--- config.mk ---
export PLATFORM = sky130hd
export DESIGN_NAME = branch_redirect_ctrl
export DESIGN_NICKNAME = d
export VERILOG_FILES = /design/src/rtl/branch_redirect_ctrl_pkg.sv /design/src/rtl/branch_redirect_ctrl_cmp.sv /design/src/rtl/branch_redirect_ctrl.sv
export SDC_FILE = /design/constraint.sdc
export NUM_CORES = 1
export LEC_CHECK = 0
export CAP_MARGIN = 15
export CORE_UTILIZATION = 54
export DETAILED_ROUTE_END_ITERATION = 8
export PLACE_DENSITY = 0.88
export SYNTH_ARGS = -nofsm -noshare
export SYNTH_HDL_FRONTEND = slang
export SYNTH_HIERARCHICAL = 1
export SYNTH_SLANG_ARGS = --single-unit
--- constraint.sdc ---
create_clock -name clk -period 5.58 [get_ports clk]
set_clock_uncertainty 0.05 [all_clocks]
set_input_delay 0.558 -clock clk [delete_from_list [all_inputs] [get_ports clk]]
set_output_delay 0.558 -clock clk [all_outputs]
set_load 0.005 [all_outputs]
--- src/rtl/branch_redirect_ctrl_pkg.sv ---
// -----------------------------------------------------------------------------
// branch_redirect_ctrl_pkg
// Shared types for the branch redirect controller:
//   br_type_e   - branch type encodings carried on the br_type request field
//   state_e     - controller FSM states
//   FLUSH_CNT_W - width of the flush down-counter (FLUSH_CYCLES <= 15)
//   bht_update  - 2-bit saturating counter step used by the optional predictor
// -----------------------------------------------------------------------------
package branch_redirect_ctrl_pkg;

    typedef enum logic [2:0] {
        BR_NONE = 3'b000,
        BR_BEQ  = 3'b001,
        BR_BNE  = 3'b010,
        BR_BLT  = 3'b011,
        BR_BGE  = 3'b100,
        BR_BLTU = 3'b101,
        BR_BGEU = 3'b110,
        BR_JUMP = 3'b111
    } br_type_e;

    typedef enum logic [1:0] {
        ST_IDLE     = 2'd0,
        ST_RESOLVE  = 2'd1,
        ST_REDIRECT = 2'd2,
        ST_FLUSH    = 2'd3
    } state_e;

    localparam int FLUSH_CNT_W = 4;

    // Saturating 2-bit counter: count up on taken, down on not taken.
    function automatic logic [1:0] bht_update(input logic [1:0] ctr, input logic taken);
        logic [1:0] res;
        res = ctr;
        if (taken) begin
            if (ctr != 2'b11) res = ctr + 2'b01;
        end else begin
            if (ctr != 2'b00) res = ctr - 2'b01;
        end
        return res;
    endfunction

endpackage

--- src/rtl/branch_redirect_ctrl_cmp.sv ---
// -----------------------------------------------------------------------------
// branch_cmp
// Purely combinational branch condition evaluation.
// Ports:
//   br_type  in  3  branch type (br_type_e)
//   rdata1   in  32 first operand
//   rdata2   in  32 second operand
//   taken    out 1  branch outcome
// BR_NONE is never taken, BR_JUMP is always taken.
// -----------------------------------------------------------------------------
module branch_cmp
    import branch_redirect_ctrl_pkg::*;
(
    input  br_type_e    br_type,
    input  logic [31:0] rdata1,
    input  logic [31:0] rdata2,
    output logic        taken
);

    always_comb begin
        taken = 1'b0;
        unique case (br_type)
            BR_NONE: taken = 1'b0;
            BR_BEQ:  taken = (rdata1 == rdata2);
            BR_BNE:  taken = (rdata1 != rdata2);
            BR_BLT:  taken = ($signed(rdata1) <  $signed(rdata2));
            BR_BGE:  taken = ($signed(rdata1) >= $signed(rdata2));
            BR_BLTU: taken = (rdata1 <  rdata2);
            BR_BGEU: taken = (rdata1 >= rdata2);
            BR_JUMP: taken = 1'b1;
            default: taken = 1'b0;
        endcase
    end

endmodule

--- src/rtl/branch_redirect_ctrl.sv ---
// -----------------------------------------------------------------------------
// branch_redirect_ctrl
// Resolves one branch at a time, compares the outcome with the prediction and,
// on a mispredict, issues a one-cycle fetch redirect followed by FLUSH_CYCLES
// cycles of flush in total.
//
// Parameters:
//   FLUSH_CYCLES  total flush cycles after a redirect (1..15)
//   BHT_ENTRIES   predictor table depth (power of two), used only when
//                 BRANCH_PRED_EN is defined
// Optional feature macro: BRANCH_PRED_EN
//   defined   - internal table of 2-bit counters supplies the prediction,
//               pred_taken is ignored
//   undefined - pred_taken supplies the prediction, no table is built
// Ports:
//   clk, rst_n (sync, active-low)
//   req_valid/req_ready  request handshake (ready only in IDLE)
//   br_type, rdata1, rdata2, pc, target, pred_taken  request fields
//   resolved_valid/resolved_taken  one-cycle outcome pulse
//   redirect_valid/redirect_pc     one-cycle redirect (pc reads 0 otherwise)
//   flush                          kill younger instructions
//   mispredict_cnt                 saturating mispredict counter
// -----------------------------------------------------------------------------
module branch_redirect_ctrl
    import branch_redirect_ctrl_pkg::*;
#(
    parameter int FLUSH_CYCLES = 2,
    parameter int BHT_ENTRIES  = 16
) (
    input  logic        clk,
    input  logic        rst_n,
    input  logic        req_valid,
    output logic        req_ready,
    input  logic [2:0]  br_type,
    input  logic [31:0] rdata1,
    input  logic [31:0] rdata2,
    input  logic [31:0] pc,
    input  logic [31:0] target,
    input  logic        pred_taken,
    output logic        redirect_valid,
    output logic [31:0] redirect_pc,
    output logic        flush,
    output logic        resolved_valid,
    output logic        resolved_taken,
    output logic [15:0] mispredict_cnt
);

    // Elaboration-time parameter sanity checks.
    if (FLUSH_CYCLES < 1 || FLUSH_CYCLES > 15) begin : g_bad_flush_cycles
        $error("FLUSH_CYCLES must be within 1..15");
    end
    if (BHT_ENTRIES < 2 || (BHT_ENTRIES & (BHT_ENTRIES - 1)) != 0) begin : g_bad_bht_entries
        $error("BHT_ENTRIES must be a power of two >= 2");
    end

    state_e                 state_q, state_d;
    logic [FLUSH_CNT_W-1:0] flush_cnt_q, flush_cnt_d;
    br_type_e               br_type_q, br_type_d;
    logic [31:0]            rdata1_q, rdata1_d;
    logic [31:0]            rdata2_q, rdata2_d;
    logic [31:0]            pc_q, pc_d;
    logic [31:0]            target_q, target_d;
    logic                   pred_q, pred_d;
    logic                   taken_q, taken_d;
    logic [15:0]            mispredict_cnt_q, mispredict_cnt_d;

    logic handshake;
    logic cmp_taken;
    logic pred_at_req;

    assign handshake = req_valid && (state_q == ST_IDLE);

    // Comparison works on the registered request, so the outcome is
    // available in RESOLVE, one cycle after accept.
    branch_cmp u_cmp (
        .br_type (br_type_q),
        .rdata1  (rdata1_q),
        .rdata2  (rdata2_q),
        .taken   (cmp_taken)
    );

`ifdef BRANCH_PRED_EN
    localparam int BHT_IDX_W = $clog2(BHT_ENTRIES);

    logic [1:0]           bht_q [BHT_ENTRIES];
    logic [1:0]           bht_d [BHT_ENTRIES];
    logic [BHT_IDX_W-1:0] req_idx;
    logic [BHT_IDX_W-1:0] upd_idx;

    // Word-aligned PCs: bits [1:0] carry no information.
    assign req_idx     = pc[BHT_IDX_W+1:2];
    assign upd_idx     = pc_q[BHT_IDX_W+1:2];
    assign pred_at_req = bht_q[req_idx][1];

    always_comb begin
        for (int i = 0; i < BHT_ENTRIES; i++) begin
            bht_d[i] = bht_q[i];
        end
        if (state_q == ST_RESOLVE && br_type_q != BR_NONE) begin
            bht_d[upd_idx] = bht_update(bht_q[upd_idx], cmp_taken);
        end
    end

    // Per-entry registers so every counter can return to weakly not-taken
    // on reset.
    for (genvar gi = 0; gi < BHT_ENTRIES; gi++) begin : g_bht
        always_ff @(posedge clk) begin
            if (!rst_n) begin
                bht_q[gi] <= 2'b01;
            end else begin
                bht_q[gi] <= bht_d[gi];
            end
        end
    end
`else
    assign pred_at_req = pred_taken;
`endif

    always_comb begin
        state_d          = state_q;
        flush_cnt_d      = flush_cnt_q;
        br_type_d        = br_type_q;
        rdata1_d         = rdata1_q;
        rdata2_d         = rdata2_q;
        pc_d             = pc_q;
        target_d         = target_q;
        pred_d           = pred_q;
        taken_d          = taken_q;
        mispredict_cnt_d = mispredict_cnt_q;

        unique case (state_q)
            ST_IDLE: begin
                if (handshake) begin
                    br_type_d = br_type_e'(br_type);
                    rdata1_d  = rdata1;
                    rdata2_d  = rdata2;
                    pc_d      = pc;
                    target_d  = target;
                    pred_d    = pred_at_req;
                    state_d   = ST_RESOLVE;
                end
            end
            ST_RESOLVE: begin
                taken_d = cmp_taken;
                if (cmp_taken != pred_q) begin
                    state_d = ST_REDIRECT;
                    if (mispredict_cnt_q != 16'hFFFF) begin
                        mispredict_cnt_d = mispredict_cnt_q + 16'd1;
                    end
                end else begin
                    state_d = ST_IDLE;
                end
            end
            ST_REDIRECT: begin
                // REDIRECT itself is the first flush cycle.
                if (FLUSH_CYCLES > 1) begin
                    state_d     = ST_FLUSH;
                    flush_cnt_d = FLUSH_CNT_W'(FLUSH_CYCLES - 1);
                end else begin
                    state_d = ST_IDLE;
                end
            end
            ST_FLUSH: begin
                if (flush_cnt_q <= FLUSH_CNT_W'(1)) begin
                    flush_cnt_d = '0;
                    state_d     = ST_IDLE;
                end else begin
                    flush_cnt_d = flush_cnt_q - FLUSH_CNT_W'(1);
                end
            end
            default: state_d = ST_IDLE;
        endcase
    end

    always_ff @(posedge clk) begin
        if (!rst_n) begin
            state_q          <= ST_IDLE;
            flush_cnt_q      <= '0;
            br_type_q        <= BR_NONE;
            rdata1_q         <= '0;
            rdata2_q         <= '0;
            pc_q             <= '0;
            target_q         <= '0;
            pred_q           <= 1'b0;
            taken_q          <= 1'b0;
            mispredict_cnt_q <= '0;
        end else begin
            state_q          <= state_d;
            flush_cnt_q      <= flush_cnt_d;
            br_type_q        <= br_type_d;
            rdata1_q         <= rdata1_d;
            rdata2_q         <= rdata2_d;
            pc_q             <= pc_d;
            target_q         <= target_d;
            pred_q           <= pred_d;
            taken_q          <= taken_d;
            mispredict_cnt_q <= mispredict_cnt_d;
        end
    end

    // Outputs are decoded from registered state only, so a reset edge
    // clears all of them on the following cycle.
    assign req_ready      = (state_q == ST_IDLE);
    assign resolved_valid = (state_q == ST_RESOLVE);
    assign resolved_taken = resolved_valid & cmp_taken;
    assign redirect_valid = (state_q == ST_REDIRECT);
    assign redirect_pc    = redirect_valid ? (taken_q ? target_q : pc_q + 32'd4) : 32'd0;
    assign flush          = (state_q == ST_REDIRECT) || (state_q == ST_FLUSH);
    assign mispredict_cnt = mispredict_cnt_q;

endmodule

==> summary.md <==
| Metric | Value |
|---|---|
| Gr ovfl total | 0 |
| Finished Core Util | 0.754 |
| Remaining DRCs | 0 |
| DR WL/cell | 15.0 µm |
| Final worst setup slack | 1.61 ns |
| P_sw | 0.000761 W |
| Slew Limit Fails | 0 |
| Final wirelength | 20.4 mm |
| Syn Area/Cell | 7.47 µm² |
| Slew @ Worst Pin | 1.01 ns |
| Post-route ant nets | 0 |
| Initial antenna violation count | 0 |
| Max_cap viols | 0 |
| Status | complete, no violations |
| Hold WC Path Type | reg -> reg |
| PortBufs | 187 |
| Clock root buffer | clkbuf_16 |
| Area Growth Syn to Fin | 33.8% |
| Seq cells post-synth | 155 |
| Final hold violation count | 0 |
| Cell chain of the critical path | inv_1 -> ha_1 -> nand4_1 -> or3_4 -> nor2_4 -> o31ai_1 -> o2111ai_2 -> mux2i_1 -> and4_1 -> and2_1 -> clkdlybuf4s50_1 |
| RSZ-0062 raised after global routing | no |
| Reg clk slew, reported paths | 0.06 ns |
| Top-count cell post-synth | nand2_1 |
| GRT Overall Usage | 0.281 |
| Layout cells sized above 1 | 0.0407 |
| Routed vias | 7622 |
| # resized after CTS | 0 |
| Met3 usage | 0.0566 |
| Slew margin rel. | 0.325 |
| Initial core utilization | 0.564 |
| Clock latency on the worst-skew pair | 0.42 ns |
| Iter 0 DRT Violations | 620 |
| I/O pin cnt | 188 |
| Peak VDD IR | 0.000220 V |
| Core Area | 13500 µm² |
| Worst path required time | 4.97 ns |
| Async SR Flop Fraction | 0 |
| Cts hold-fix bufs | 0 |
| Sink Count | 155 |
| Crit path launch type | flop |
| Bufs on Longest Clock Path | 2 |
| Cell variety after synth | 55 |
| Sequential fraction of the synthesis area | 0.409 |
| First-pass GRT wire length | 32.7 mm |
| DP Wirelength | 13.9 mm |
| Post-Syn Nets | 1186 |
| # fillers | 1038 |
| Nets | 1336 |
| Comb power frac | 0.149 |
| Final setup violation count | 0 |
| CP max stage cell | clkdlybuf4s50_1 |
| Routability cong. | 0.880 |
| Crit-path max cell delay | 0.51 ns |
| Synth warn | 6 |
| WP buf/inv | 2 |
| Fin crit share | 0.711 |
| Achievable frequency | 0.252 GHz |
| Synth area leaders | dfxtp_1, nand2_1, a21oi_1, ha_1, clkbuf_1 |
| Crit path kind | reg -> out |
| Reg power frac | 0.418 |
| Synth top cells by count | nand2_1, a21oi_1, dfxtp_1 |
| Internal Pwr Total | 0.00220 W |
| Dpl ws | 1.83 ns |
| # diodes | 0 |
| WHS | 0.403 ns |
| Critical Path Fanout Max | 6 |
| Sw Share | 0.257 |
| Syn Inst Count | 1015 |
| Number of global-route vias before repair | 6970 |
| Leak | 3.67 nW |
| Largest net degree at the start of global routing | 100 |
| Post-synth top flop | dfxtp_1 |
| Post-Syn Area | 7580 µm² |
| GR Util met1 | 0.359 |
| Row cnt | 42 |
| PwrDens | 292 nW/µm² |
| Met2 Use GR | 0.462 |
| Global route hottest layer | met2 |
| Crit path max-delay family | simple AND/OR/NAND/NOR gates |
| Number of buffers created by CTS | 17 |
| Synth top area share | 0.409 |
| Synth area leader | dfxtp_1 |
| Drt pass-1 iters | 5 |
| Vert. Die Dim | 120 µm |
| Fin Setup TNS | 0 ns |
| Clock share of power | 0.433 |
| CP arrival | 3.36 ns |
| Post-CTS Setup Inserts | 0 |
| Die area | 14500 µm² |
| Worst setup EP type | output port |
| Min Tclk post-route | 3.97 ns |
| CTS tree | yes |
| Die Width | 120 µm |
| Number of flops mapped to enable cells by yosys | 0 |
| H-Tree Depth | 4 |
| DR vias/cell | 5.63 |
## sequential cells by signal, summed over array words and instances, names as in the netlist, named ones only
| signal | count |
|---|---|
| state_q | 1 |
| taken_q | 1 |
| br_type_q | 3 |
| target_q | 32 |
| rdata1_q | 32 |
| mispredict_cnt | 16 |
| pred_q | 1 |
| rdata2_q | 32 |
| flush_cnt_q | 4 |
| pc_q | 32 |
## metrics by stage
stage / total power, W / cells / instance area, µm²
after floorplan: 0.00151 / 1015 / 7580
after global placement: 0.00168 / 1322 / 9490
after detailed placement: 0.00169 / 1322 / 9490
after CTS: 0.00297 / 1354 / 10100
after global routing: 0.00307 / 1354 / 10100
final: 0.00296 / 1354 / 10100
## final timing paths
path	startpoint	slack (ns)	depth (start not counted)	to
setup / recovery	rdata2_q[31]$_SDFFE_PN0P_	1.61	11	resolved_taken
hold / removal	rdata2_q[30]$_SDFFE_PN0P_	0.40	2	rdata2_q[30]$_SDFFE_PN0P_
setup reg to reg	rdata2_q[31]$_SDFFE_PN0P_	1.76	13	mispredict_cnt[15]$_SDFFE_PN0P_
hold reg to reg	rdata2_q[30]$_SDFFE_PN0P_	0.40	2	rdata2_q[30]$_SDFFE_PN0P_
## cell type report
type | count | area [µm²] | share of cell area
Multi-Input combinational cell | 751 | 4080 | 0.402
Sequential cell | 155 | 3100 | 0.306
Timing Repair Buffer | 192 | 1910 | 0.188
Clock buffer | 19 | 443 | 0.0436
Tap cell | 176 | 220 | 0.0217
Clock inverter | 13 | 213 | 0.0210
Inverter | 48 | 183 | 0.0180
## logic make-up after synthesis
group                    synth area share
AO/OA/AOI/OAI                       0.192
XOR/XNOR                           0.0150
adder cells (fa/ha/maj)            0.0594
buffers and inverters              0.0543
flip-flops                          0.409
multiplexers                       0.0120
AND/OR/NAND/NOR                     0.258
## layer usage
layer | vias to the layer above | routed length, µm
met4 | 0 | 527
met3 | 37 | 1390
met2 | 281 | 9830
met1 | 3508 | 8620
met5 | - | 0
li1 | 3796 | -
## worst min-delay path, stage by stage (launching register included)
cell and delay, ns:
dfxtp_1 0.31, nand2_1 0.05, a21oi_1 0.05
## layout by cell type, fill, tap and decap left out, types with 2 or more instances in the layout
| cell type | count |
|---|---|
| o2111ai_1 | 2 |
| o21a_1 | 2 |
| clkinv_2 | 2 |
| and4_1 | 10 |
| and3_1 | 4 |
| nand4_1 | 15 |
| ha_1 | 36 |
| xnor2_1 | 8 |
| and2_1 | 2 |
| nor3_1 | 13 |
| o21ai_1 | 9 |
| inv_6 | 3 |
| or3_1 | 9 |
| xor2_1 | 5 |
| nand2_1 | 296 |
| nand2b_1 | 5 |
| o31ai_1 | 16 |
| a31oi_1 | 13 |
| nor4_1 | 9 |
| or4_1 | 15 |
| a21oi_1 | 167 |
| a211oi_1 | 8 |
| clkinv_4 | 3 |
| clkdlybuf4s50_1 | 187 |
| a21o_1 | 6 |
| clkbuf_16 | 17 |
| nor2_1 | 19 |
| inv_1 | 45 |
| mux2i_1 | 8 |
| nand3_1 | 20 |
| dfxtp_1 | 155 |
| buf_4 | 5 |
| a211o_1 | 2 |
| o21ai_0 | 28 |
| bufinv_16 | 5 |
## power groups by stage
stage	sequential [W]	combinational [W]	clock, W
after floorplan	0.00124	0.000267	0
after detailed placement	0.00126	0.000435	0
after CTS	0.00123	0.000442	0.00129
after global routing	0.00124	0.000492	0.00134
after global placement	0.00125	0.000422	0
final	0.00124	0.000442	0.00128
(Power assumes the default switching activity.)
